--- src/rtl/multicycle_ctrl.sv ---
// Control unit for the 16-bit multicycle core.
// Holds the state, instruction and Z/C flag registers, handshakes with
// instruction and data memories that may stall, applies conditional
// writeback, traps on illegal opcodes or memory timeouts, and counts
// retired instructions.
module multicycle_ctrl #(
    parameter int unsigned TIMEOUT   = 15,
    parameter int unsigned CNT_WIDTH = 16
) (
    input  logic                 clk,
    input  logic                 reset,
    input  logic [15:0]          imem_rdata,
    input  logic                 imem_ready,
    input  logic                 dmem_ready,
    input  logic                 alu_zero,
    input  logic                 alu_carry,
    output logic [2:0]           state,
    output logic [15:0]          ir,
    output logic                 imem_req,
    output logic                 dmem_req,
    output logic                 dmem_we,
    output logic                 pc_we,
    output logic [1:0]           pc_src,
    output logic [1:0]           alu_ctrl,
    output logic                 alu_src,
    output logic                 reg_dst,
    output logic [1:0]           wb_sel,
    output logic                 reg_we,
    output logic                 z_flag,
    output logic                 c_flag,
    output logic [CNT_WIDTH-1:0] retired,
    output logic                 trap,
    output logic [1:0]           trap_cause
);

    localparam int unsigned WAIT_W = (TIMEOUT > 0) ? $clog2(TIMEOUT + 1) : 1;

    typedef enum logic [2:0] {
        S_FETCH = 3'd0,
        S_EXEC  = 3'd1,
        S_MEM   = 3'd2,
        S_WB    = 3'd3,
        S_TRAP  = 3'd7
    } state_e;

    localparam logic [3:0] OP_ADD  = 4'b0000;
    localparam logic [3:0] OP_NAND = 4'b0010;
    localparam logic [3:0] OP_LW   = 4'b1010;
    localparam logic [3:0] OP_SW   = 4'b1001;
    localparam logic [3:0] OP_BEQ  = 4'b1011;
    localparam logic [3:0] OP_JAL  = 4'b1101;

    localparam logic [1:0] CAUSE_NONE    = 2'b00;
    localparam logic [1:0] CAUSE_ILLEGAL = 2'b01;
    localparam logic [1:0] CAUSE_IMEM_TO = 2'b10;
    localparam logic [1:0] CAUSE_DMEM_TO = 2'b11;

    localparam logic [1:0] PC_SEQ = 2'b00;
    localparam logic [1:0] PC_BR  = 2'b01;
    localparam logic [1:0] PC_JAL = 2'b10;

    localparam logic [1:0] ALU_ADD  = 2'b00;
    localparam logic [1:0] ALU_SUB  = 2'b01;
    localparam logic [1:0] ALU_NAND = 2'b10;

    localparam logic [1:0] WB_ALU = 2'b00;
    localparam logic [1:0] WB_MEM = 2'b01;
    localparam logic [1:0] WB_PC  = 2'b10;

    state_e               state_q, state_d;
    logic [15:0]          ir_q, ir_d;
    logic                 z_q, z_d;
    logic                 c_q, c_d;
    logic                 cond_q, cond_d;
    logic [CNT_WIDTH-1:0] retired_q, retired_d;
    logic [WAIT_W-1:0]    wait_q, wait_d;
    logic                 trap_q, trap_d;
    logic [1:0]           cause_q, cause_d;

    logic       stall;
    logic       trap_req;
    logic [1:0] trap_why;

    logic [3:0] op_q;
    logic       is_add, is_nand, is_alu, is_lw, is_sw, is_beq, is_jal;
    logic       cond_c;
    logic       wait_last;
    logic [3:0] fetch_op;
    logic       fetch_cc_bad;

    assign op_q    = ir_q[15:12];
    assign is_add  = (op_q == OP_ADD);
    assign is_nand = (op_q == OP_NAND);
    assign is_alu  = is_add | is_nand;
    assign is_lw   = (op_q == OP_LW);
    assign is_sw   = (op_q == OP_SW);
    assign is_beq  = (op_q == OP_BEQ);
    assign is_jal  = (op_q == OP_JAL);

    // Writeback predicate from the latched flags: 00 always, 10 on carry, 01 on zero
    assign cond_c = (ir_q[1:0] == 2'b00)
                  | ((ir_q[1:0] == 2'b10) & c_q)
                  | ((ir_q[1:0] == 2'b01) & z_q);

    // The pending request times out on the edge where the count would reach TIMEOUT
    assign wait_last = (TIMEOUT != 0) && ((32'(wait_q) + 32'd1) == TIMEOUT);

    assign fetch_op     = imem_rdata[15:12];
    assign fetch_cc_bad = (imem_rdata[1:0] == 2'b11);

    // Next-state, datapath enables and bookkeeping for the current cycle
    always_comb begin
        state_d   = state_q;
        ir_d      = ir_q;
        z_d       = z_q;
        c_d       = c_q;
        cond_d    = cond_q;
        trap_d    = trap_q;
        cause_d   = cause_q;
        stall     = 1'b0;
        trap_req  = 1'b0;
        trap_why  = CAUSE_NONE;
        imem_req  = 1'b0;
        dmem_req  = 1'b0;
        dmem_we   = 1'b0;
        pc_we     = 1'b0;
        pc_src    = PC_SEQ;
        alu_ctrl  = ALU_ADD;
        alu_src   = 1'b0;
        reg_dst   = 1'b0;
        wb_sel    = WB_ALU;
        reg_we    = 1'b0;
        retired_d = retired_q;
        wait_d    = wait_q;

        case (state_q)
            S_FETCH: begin
                imem_req = 1'b1;
                if (imem_ready) begin
                    ir_d = imem_rdata;
                    case (fetch_op)
                        OP_ADD, OP_NAND: begin
                            if (fetch_cc_bad) begin
                                trap_req = 1'b1;
                                trap_why = CAUSE_ILLEGAL;
                            end else begin
                                state_d = S_EXEC;
                            end
                        end
                        OP_LW, OP_SW, OP_BEQ: state_d = S_EXEC;
                        OP_JAL:               state_d = S_WB;
                        default: begin
                            trap_req = 1'b1;
                            trap_why = CAUSE_ILLEGAL;
                        end
                    endcase
                end else if (wait_last) begin
                    trap_req = 1'b1;
                    trap_why = CAUSE_IMEM_TO;
                end else begin
                    stall = 1'b1;
                end
            end

            S_EXEC: begin
                if (is_alu) begin
                    alu_ctrl = is_nand ? ALU_NAND : ALU_ADD;
                    cond_d   = cond_c;
                    if (cond_c) begin
                        z_d = alu_zero;
                        if (is_add) begin
                            c_d = alu_carry;
                        end
                    end
                    state_d = S_WB;
                end else if (is_lw || is_sw) begin
                    alu_ctrl = ALU_ADD;
                    alu_src  = 1'b1;
                    state_d  = S_MEM;
                end else if (is_beq) begin
                    alu_ctrl = ALU_SUB;
                    pc_we    = 1'b1;
                    pc_src   = alu_zero ? PC_BR : PC_SEQ;
                    state_d  = S_FETCH;
                end else begin
                    trap_req = 1'b1;
                    trap_why = CAUSE_ILLEGAL;
                end
            end

            S_MEM: begin
                dmem_req = 1'b1;
                dmem_we  = is_sw;
                if (dmem_ready) begin
                    if (is_sw) begin
                        pc_we   = 1'b1;
                        state_d = S_FETCH;
                    end else if (is_lw) begin
                        state_d = S_WB;
                    end else begin
                        trap_req = 1'b1;
                        trap_why = CAUSE_ILLEGAL;
                    end
                end else if (wait_last) begin
                    trap_req = 1'b1;
                    trap_why = CAUSE_DMEM_TO;
                end else begin
                    stall = 1'b1;
                end
            end

            S_WB: begin
                if (is_jal) begin
                    wb_sel  = WB_PC;
                    pc_src  = PC_JAL;
                    reg_we  = 1'b1;
                    pc_we   = 1'b1;
                    state_d = S_FETCH;
                end else if (is_lw) begin
                    wb_sel  = WB_MEM;
                    reg_we  = 1'b1;
                    pc_we   = 1'b1;
                    state_d = S_FETCH;
                end else if (is_alu) begin
                    wb_sel  = WB_ALU;
                    reg_dst = 1'b1;
                    reg_we  = cond_q;
                    pc_we   = 1'b1;
                    state_d = S_FETCH;
                end else begin
                    trap_req = 1'b1;
                    trap_why = CAUSE_ILLEGAL;
                end
            end

            S_TRAP: begin
                state_d = S_TRAP;
            end

            default: begin
                trap_req = 1'b1;
                trap_why = CAUSE_ILLEGAL;
            end
        endcase

        if (trap_req) begin
            state_d = S_TRAP;
            trap_d  = 1'b1;
            cause_d = trap_why;
        end

        if (pc_we) begin
            retired_d = retired_q + CNT_WIDTH'(1);
        end

        if (state_d != state_q) begin
            wait_d = '0;
        end else if (stall && (wait_q != {WAIT_W{1'b1}})) begin
            wait_d = wait_q + WAIT_W'(1);
        end
    end

    // Architectural registers of the controller
    always_ff @(posedge clk or posedge reset) begin
        if (reset) begin
            state_q   <= S_FETCH;
            ir_q      <= '0;
            z_q       <= 1'b0;
            c_q       <= 1'b0;
            cond_q    <= 1'b0;
            retired_q <= '0;
            wait_q    <= '0;
            trap_q    <= 1'b0;
            cause_q   <= CAUSE_NONE;
        end else begin
            state_q   <= state_d;
            ir_q      <= ir_d;
            z_q       <= z_d;
            c_q       <= c_d;
            cond_q    <= cond_d;
            retired_q <= retired_d;
            wait_q    <= wait_d;
            trap_q    <= trap_d;
            cause_q   <= cause_d;
        end
    end

    assign state      = state_q;
    assign ir         = ir_q;
    assign z_flag     = z_q;
    assign c_flag     = c_q;
    assign retired    = retired_q;
    assign trap       = trap_q;
    assign trap_cause = cause_q;

endmodule

--- config.mk ---
export PLATFORM = sky130hd
export DESIGN_NAME = multicycle_ctrl
export DESIGN_NICKNAME = d
export VERILOG_FILES = /design/src/rtl/multicycle_ctrl.sv
export SDC_FILE = /design/constraint.sdc
export NUM_CORES = 1
export LEC_CHECK = 0
export ABC_AREA = 1
export CAP_MARGIN = 5
export CORE_ASPECT_RATIO = 0.9
export CORE_MARGIN = 4
export CORE_UTILIZATION = 47
export DETAILED_ROUTE_END_ITERATION = 16
export GPL_TIMING_DRIVEN = 0
export HOLD_SLACK_MARGIN = 0.08
export PLACE_DENSITY_LB_ADDON = 0.05
export SYNTH_ARGS = -nofsm -noshare
export SYNTH_HDL_FRONTEND = slang
export SYNTH_SLANG_ARGS = --single-unit
export TNS_END_PERCENT = 50
--- constraint.sdc ---
create_clock -name clk -period 2.1 [get_ports clk]
set_input_delay 0.21 -clock clk [delete_from_list [all_inputs] [get_ports clk]]
set_output_delay 0.21 -clock clk [all_outputs]
set_load 0.01 [all_outputs]
==> results of run 1 <==
[cells by family (layout without fill, tap and decap cells)]
kind of cell | after synthesis | in the layout | synth area share [%]
buf+inv | 54 | 147 | 8.27
fa+ha+maj | 3 | 3 | 1.50
xor+xnor | 13 | 13 | 4.56
compound gates | 25 | 25 | 6.12
simple gates | 170 | 170 | 34.0
flops | 45 | 45 | 45.1
mux | 1 | 1 | 0.451
[flip-flops by register name, summed over array words and instances (netlist names)]
name and count:
retired 16, wait_q 4, c_flag 1, trap 1, trap_cause 2, state 3, ir 16, cond_q 1
z_flag 1
[power by group]
group	switching (mW)	internal, mW	leakage, nW
clock network	0.298	0.357	0.0554
logic	0.0794	0.0845	1.23
registers	0.0152	0.883	0.530
[per-layer routing]
metal	up-vias	global-route usage [%]	wire length (um)
met1	1009	22.9	2590
met4	0	4.27	53
met5	-	0	0
met3	5	6.43	366
met2	40	31.8	2920
li1	1160	-	-
[Yosys cell counts, drive strengths merged, types with 3 or more instances]
master  number
a21oi        4
dfrtp       45
ha           3
inv         51
nand2       99
nand3       20
nand4        8
nor2        32
nor3        10
o21ai       16
xnor2        4
xor2         9
[worst min path at each step]
stage                         from    endpoint  slack, ns  depth (start not counted)
floorplan           imem_rdata[11]      ir[11]       0.33                          2
global placement             ir[4]       ir[4]       0.45                          2
detailed placement           ir[8]       ir[8]       0.46                          2
CTS                          reset  retired[3]       0.17                          2
global route                 reset  retired[3]       0.20                          2
finish                       reset  retired[3]       0.17                          2
[per-stage QoR]
stage	total power, mW	setup slack [ns]	util, %	area, sq um	setup TNS, ns
3_3_place_gp	1.07	-0.104	66.6	3320	-4.60
5_1_grt	1.81	-0.0622	71.7	3570	-0.0701
2_1_floorplan	0.973	0.352	-	2500	0
6_report	1.72	0.0303	71.7	3570	0
3_5_place_dp	1.07	0.0512	67.0	3340	0
4_1_cts	1.74	-0.0922	69.9	3480	-0.196
[placed cells by master (no fill, tap or decap), types with 2 or more instances in the layout]
| master | netlist | final |
|---|---|---|
| clkbuf_8 | 0 | 5 |
| xnor2_1 | 4 | 4 |
| ha_1 | 3 | 3 |
| nand2_8 | 2 | 2 |
| dlymetal6s2s_1 | 0 | 5 |
| nor3_4 | 2 | 2 |
| nand2_1 | 90 | 88 |
| buf_4 | 0 | 10 |
| clkdlybuf4s50_1 | 0 | 68 |
| nor2_1 | 23 | 21 |
| xor2_1 | 9 | 9 |
| inv_1 | 44 | 42 |
| nand3_1 | 17 | 17 |
| nand4_1 | 7 | 7 |
| dfrtp_2 | 0 | 7 |
| o21ai_2 | 2 | 3 |
| clkbuf_1 | 2 | 3 |
| a21oi_1 | 4 | 4 |
| dfrtp_1 | 45 | 38 |
| nor3_1 | 8 | 8 |
| nand2_2 | 6 | 8 |
| nor2_4 | 3 | 4 |
| inv_2 | 6 | 8 |
| nand3_2 | 3 | 3 |
| o21ai_0 | 9 | 9 |
| o21ai_1 | 5 | 4 |
| nor2_2 | 5 | 6 |
[critical path, delay by kind of cell, from the launching register on]
| family | cells | cell delay [ns] |
|---|---|---|
| and+or+nand+nor | 2 | 0.43 |
| buffers and inverters | 3 | 0.72 |
| DFF | 1 | 0.42 |
[final cells by class]
class / instances / area (sq um)
fill: 415 / 1410
multi-input combinational: 212 / 1190
sequential: 45 / 1130
timing repair buffer: 85 / 847
inverter: 51 / 194
tap: 65 / 81.3
clock buffer: 6 / 72.6
clock inverter: 2 / 38.8
buffer: 3 / 12.5
[what timing repair did]
item,in CTS,in global routing
resized for setup,8,13
pin swaps,0,2
setup buffers,3,7
setup endpoints to repair,5,14
hold endpoints to repair,0,0
==> flow_summary.ini, run 1 <==
[outcome]
outcome = finished, final reports clean

[critical_path]
crit_start = state[0]
critPathKind = flop to output port
crit_path_end_kind = output port
max_stage_delay_ns = 0.54
rr_worst_depth = 11
worst-endpoint-required_ns = 1.89
startpoint_type = flop
path_max_fanout = 5
r2r-start = state[0]
cp.arrival_ns = 1.86
crit_end = alu_ctrl[0]
r2r-end = retired[12]
reg2reg_slack_ns = 0.20
slowest_stage = clkdlybuf4s50_1
critical_path.cell_chain = inv_2 > nor3_4 > nand2_2 > inv_1 > clkdlybuf4s50_1

[power_and_ir_drop]
power_leakage_nw = 1.82
ir_drop_uv = 356
p_per_area_nw_per_um2 = 481

[place]
place_hpwl_um = 4540
numPlacedInstances = 451
io_buffers = 74
gp_congestion = 0.847

[synthesis]
async_reset_ff_share_pct = 100
synth.avg_cell_area_sq_um = 8.03
synth_ff_type = dfrtp_1
synth_edf_count = 0
syn_area_sq_um = 2500
yosysTopAreaCell = dfrtp_1
ys_seq_area_share_pct = 45.1
synthCells = 311
ys_types = 34
ys_warn_count = 0
synth_area_leaders = dfrtp_1, nand2_1, inv_1, nor2_1, nand3_1
synth_nets = 336
synth_top_area_share_pct = 45.1
ys_ff_latch = 45

[finish]
nNetsFinal = 428
syn_to_final_growth_pct = 43.1
drive_above_1_share_pct = 17.3
layout.cells.non_filler = 469
num_antenna_cells = 0

[timing]
period_share_pct = 98.6
slew_headroom_pct = 64.3
min_period_ns = 2.07
grt_setup_unrepaired = true
fin_skew_ns = 0.00381
setup_viol = 0
worst_pin_slew_ns = 0.532
clock.fmax_mhz = 483
hold_slack_ns = 0.172
finalMaxSlewViolations = 0
hold_violations = 0

[clock_network]
clock_latency_ns = 0.29
cts_max_path_buffers = 2
cts_made_buffers = 5
clock_sinks = 45
cts_root_buf = clkbuf_8
path_clk_slew_ns = 0.09
ctsHoldBuffers = 0
cts_tree = done
htreeDepth = 2

[drt]
drtAntennaViolNets = 0
routed_wl_um = 5940
vias = 2214
drt_iter0_drc = 86
drc = 0
vias_per_cell = 4.72
wire_per_inst_um = 12.7
dr.pass1.iters = 4

[die]
die_width_um = 84.8
die_h_um = 77.1
pin_count = 75
dieArea_sq_um = 6540
num_rows = 24
coreArea_sq_um = 4980
start_util_pct = 50.1

[global_route]
grt_max_degree = 34
overflow = 0
grt_pass1_vias = 2189
antenna_found_initial = 0
grt_pass1_wl_um = 10000
grt_usage_pct = 18.7

[job]
maxCapViolCount = 0

[min_path]
hold_class = primary input to asynchronous set/reset pin
Power figures use the tool's default switching activity.
==> inputs of run 2 (changes only) <==
--- a/config.mk
+++ b/config.mk
@@ -13,7 +13,8 @@
 export DETAILED_ROUTE_END_ITERATION = 16
 export GPL_TIMING_DRIVEN = 0
 export HOLD_SLACK_MARGIN = 0.08
-export PLACE_DENSITY_LB_ADDON = 0.05
+export PLACE_DENSITY = 0.8
+export SLEW_MARGIN = 10
 export SYNTH_ARGS = -nofsm -noshare
 export SYNTH_HDL_FRONTEND = slang
 export SYNTH_SLANG_ARGS = --single-unit
==> constraint.sdc (replaced) <==
create_clock -name clk -period 1.95 [get_ports clk]
set_input_delay 0.195 -clock clk [delete_from_list [all_inputs] [get_ports clk]]
set_output_delay 0.195 -clock clk [all_outputs]
set_load 0.01 [all_outputs]
==> run 2 against run 1 <==
  * Clock-buffer cell count stayed put
  * Sequential share of layout area decreased by 1.1 points
  * Non-clock buffer count grew 8
  * Largest power group unchanged
  * Register-to-register slack lost 0.21 ns
  * The flow now finishes with violations (negative setup slack)
==> flow_summary.ini, run 2 (synthesized netlist as in run 1, its figures left out) <==
[min_path]
hold_class = primary input to asynchronous set/reset pin

[finish]
drive_above_1_share_pct = 22.6
layout.cells.non_filler = 476
fillers = 385
ff_latch_area_sq_um = 1140
multiInputGateArea_sq_um = 1290
post-route-util_pct = 74.3
syn_to_final_growth_pct = 48.5
final_common_cell = nand2_1
num_antenna_cells = 0
nNetsFinal = 436
layout_common_cells = nand2_1, clkdlybuf4s50_1, inv_1

[place]
numPlacedInstances = 451
place_hpwl_um = 4670
io_buffers = 74
gp_congestion = 0.891

[critical_path]
max_stage_delay_ns = 0.46
cp.arrival_ns = 2.17
critPathKind = flop to flop
critical_path.cell_chain = inv_2 > nor3_4 > buf_4 > buf_4 > nand3_1 > nand2_2 > nor2_8 > nand2_2 > nor2_4 > nand2_2 > nand2_2 > nand3_4 > nor3_2
crit_path_end_kind = flop
crit_top_cell = nand2_2
path_max_fanout = 5
worst-endpoint-required_ns = 2.16
crit_family = simple AND/OR/NAND/NOR gates
path_buf_inv = 3
slowest_stage = dfrtp_2
rr_worst_depth = 13
critical_path_cell_count = 13
startpoint_type = flop

[timing]
clock.fmax_mhz = 510
fin_skew_ns = 0.00726
min_period_ns = 1.96
hold_slack_ns = 0.204
setup_viol = 1
finalMaxSlewViolations = 0
tns_ns = -0.0109
slew_headroom_pct = 62.6
period_share_pct = 101
hold_violations = 0
setup_ws_ns = -0.0109
grt_setup_unrepaired = true
worst_pin_slew_ns = 0.557

[clock_network]
htreeDepth = 2
cts_made_buffers = 5
path_clk_slew_ns = 0.09
clock_sinks = 45
clock_latency_ns = 0.30
cts_root_buf = clkbuf_8
cts_tree = done
cts_max_path_buffers = 2
ctsHoldBuffers = 0

[power_and_ir_drop]
power_leakage_nw = 1.84
p_per_area_nw_per_um2 = 475
p_total_mw = 1.76
ir_drop_uv = 364

[drt]
vias_per_cell = 4.98
drt_iter0_drc = 195
dr.pass1.iters = 4
drc = 0
wire_per_inst_um = 14.0
routed_wl_um = 6660
drtAntennaViolNets = 0
vias = 2371

[job]
maxCapViolCount = 0

[global_route]
overflow = 0
grt_usage_pct = 19.7
grt_util_met3_pct = 5.25
grt.busiest_layer = met2
use_met2_pct = 32.4
antenna_found_initial = 0
grt_max_degree = 28
met1_usage_pct = 25.6
grt_pass1_vias = 2237
grt_pass1_wl_um = 10500

[die]
coreArea_sq_um = 4980
die_width_um = 84.8
start_util_pct = 50.1
dieArea_sq_um = 6540
pin_count = 75
num_rows = 24
die_h_um = 77.1

[outcome]
failed_checks = negative setup slack
outcome = complete, but fails checks
run 2: cell count changes in the layout (fill, tap and decap cells not counted), moves of 3 or more:
cell / previous run / this run
nor2_2: 6 / 2
nor2_4: 4 / 10
buf_4: 10 / 17
dlymetal6s2s_1: 5 / 2
nor3_2: 0 / 7
clkdlybuf4s50_1: 68 / 65
nor3_1: 8 / 1
run 2: per-stage QoR:
step           cell area, sq um  setup slack [ns]
6_report                   3710           -0.0109
5_1_grt                    3710            -0.108
4_1_cts                    3510           0.00572
3_5_place_dp               3340            -0.120
3_3_place_gp               3320            -0.216
2_1_floorplan              2500             0.202
run 2: what timing repair did:
action,CTS,global route
endpoints found under the setup margin,15,17
endpoints found under the hold margin,0,0
gates resized for setup,24,29
setup buffers,6,12
cloned,0,0
pin swaps,2,4
run 2: layer usage:
layer	wire, um	up-vias
li1	-	1172
met1	2800	1100
met2	3360	92
met3	427	7
met4	74	0
met5	0	-
run 2: cell type report:
class | count | area share [%]
Clock buffer | 6 | 2.23
Buffer | 3 | 0.338
Sequential cell | 45 | 30.7
Tap cell | 65 | 2.19
Multi-Input combinational cell | 212 | 34.9
Inverter | 51 | 5.23
Timing Repair Buffer | 93 | 24.3
Clock inverter | 1 | 0.203
run 2: power by group:
group	internal [mW]	switching [mW]
registers	0.951	0.0149
clock network	0.281	0.321
logic	0.0991	0.0937
run 2: worst paths after layout:
path / from / slack [ns] / endpoint
hold reg to reg: trap / 0.47 / trap
setup / recovery: state[0] / -0.01 / wait_q[0]
setup reg to reg: state[0] / -0.01 / wait_q[0]
min in group clk: imem_rdata[10] / 0.43 / ir[10]
hold / removal: reset / 0.20 / ir[0]
max in group asynchronous: reset / 1.24 / state[1]
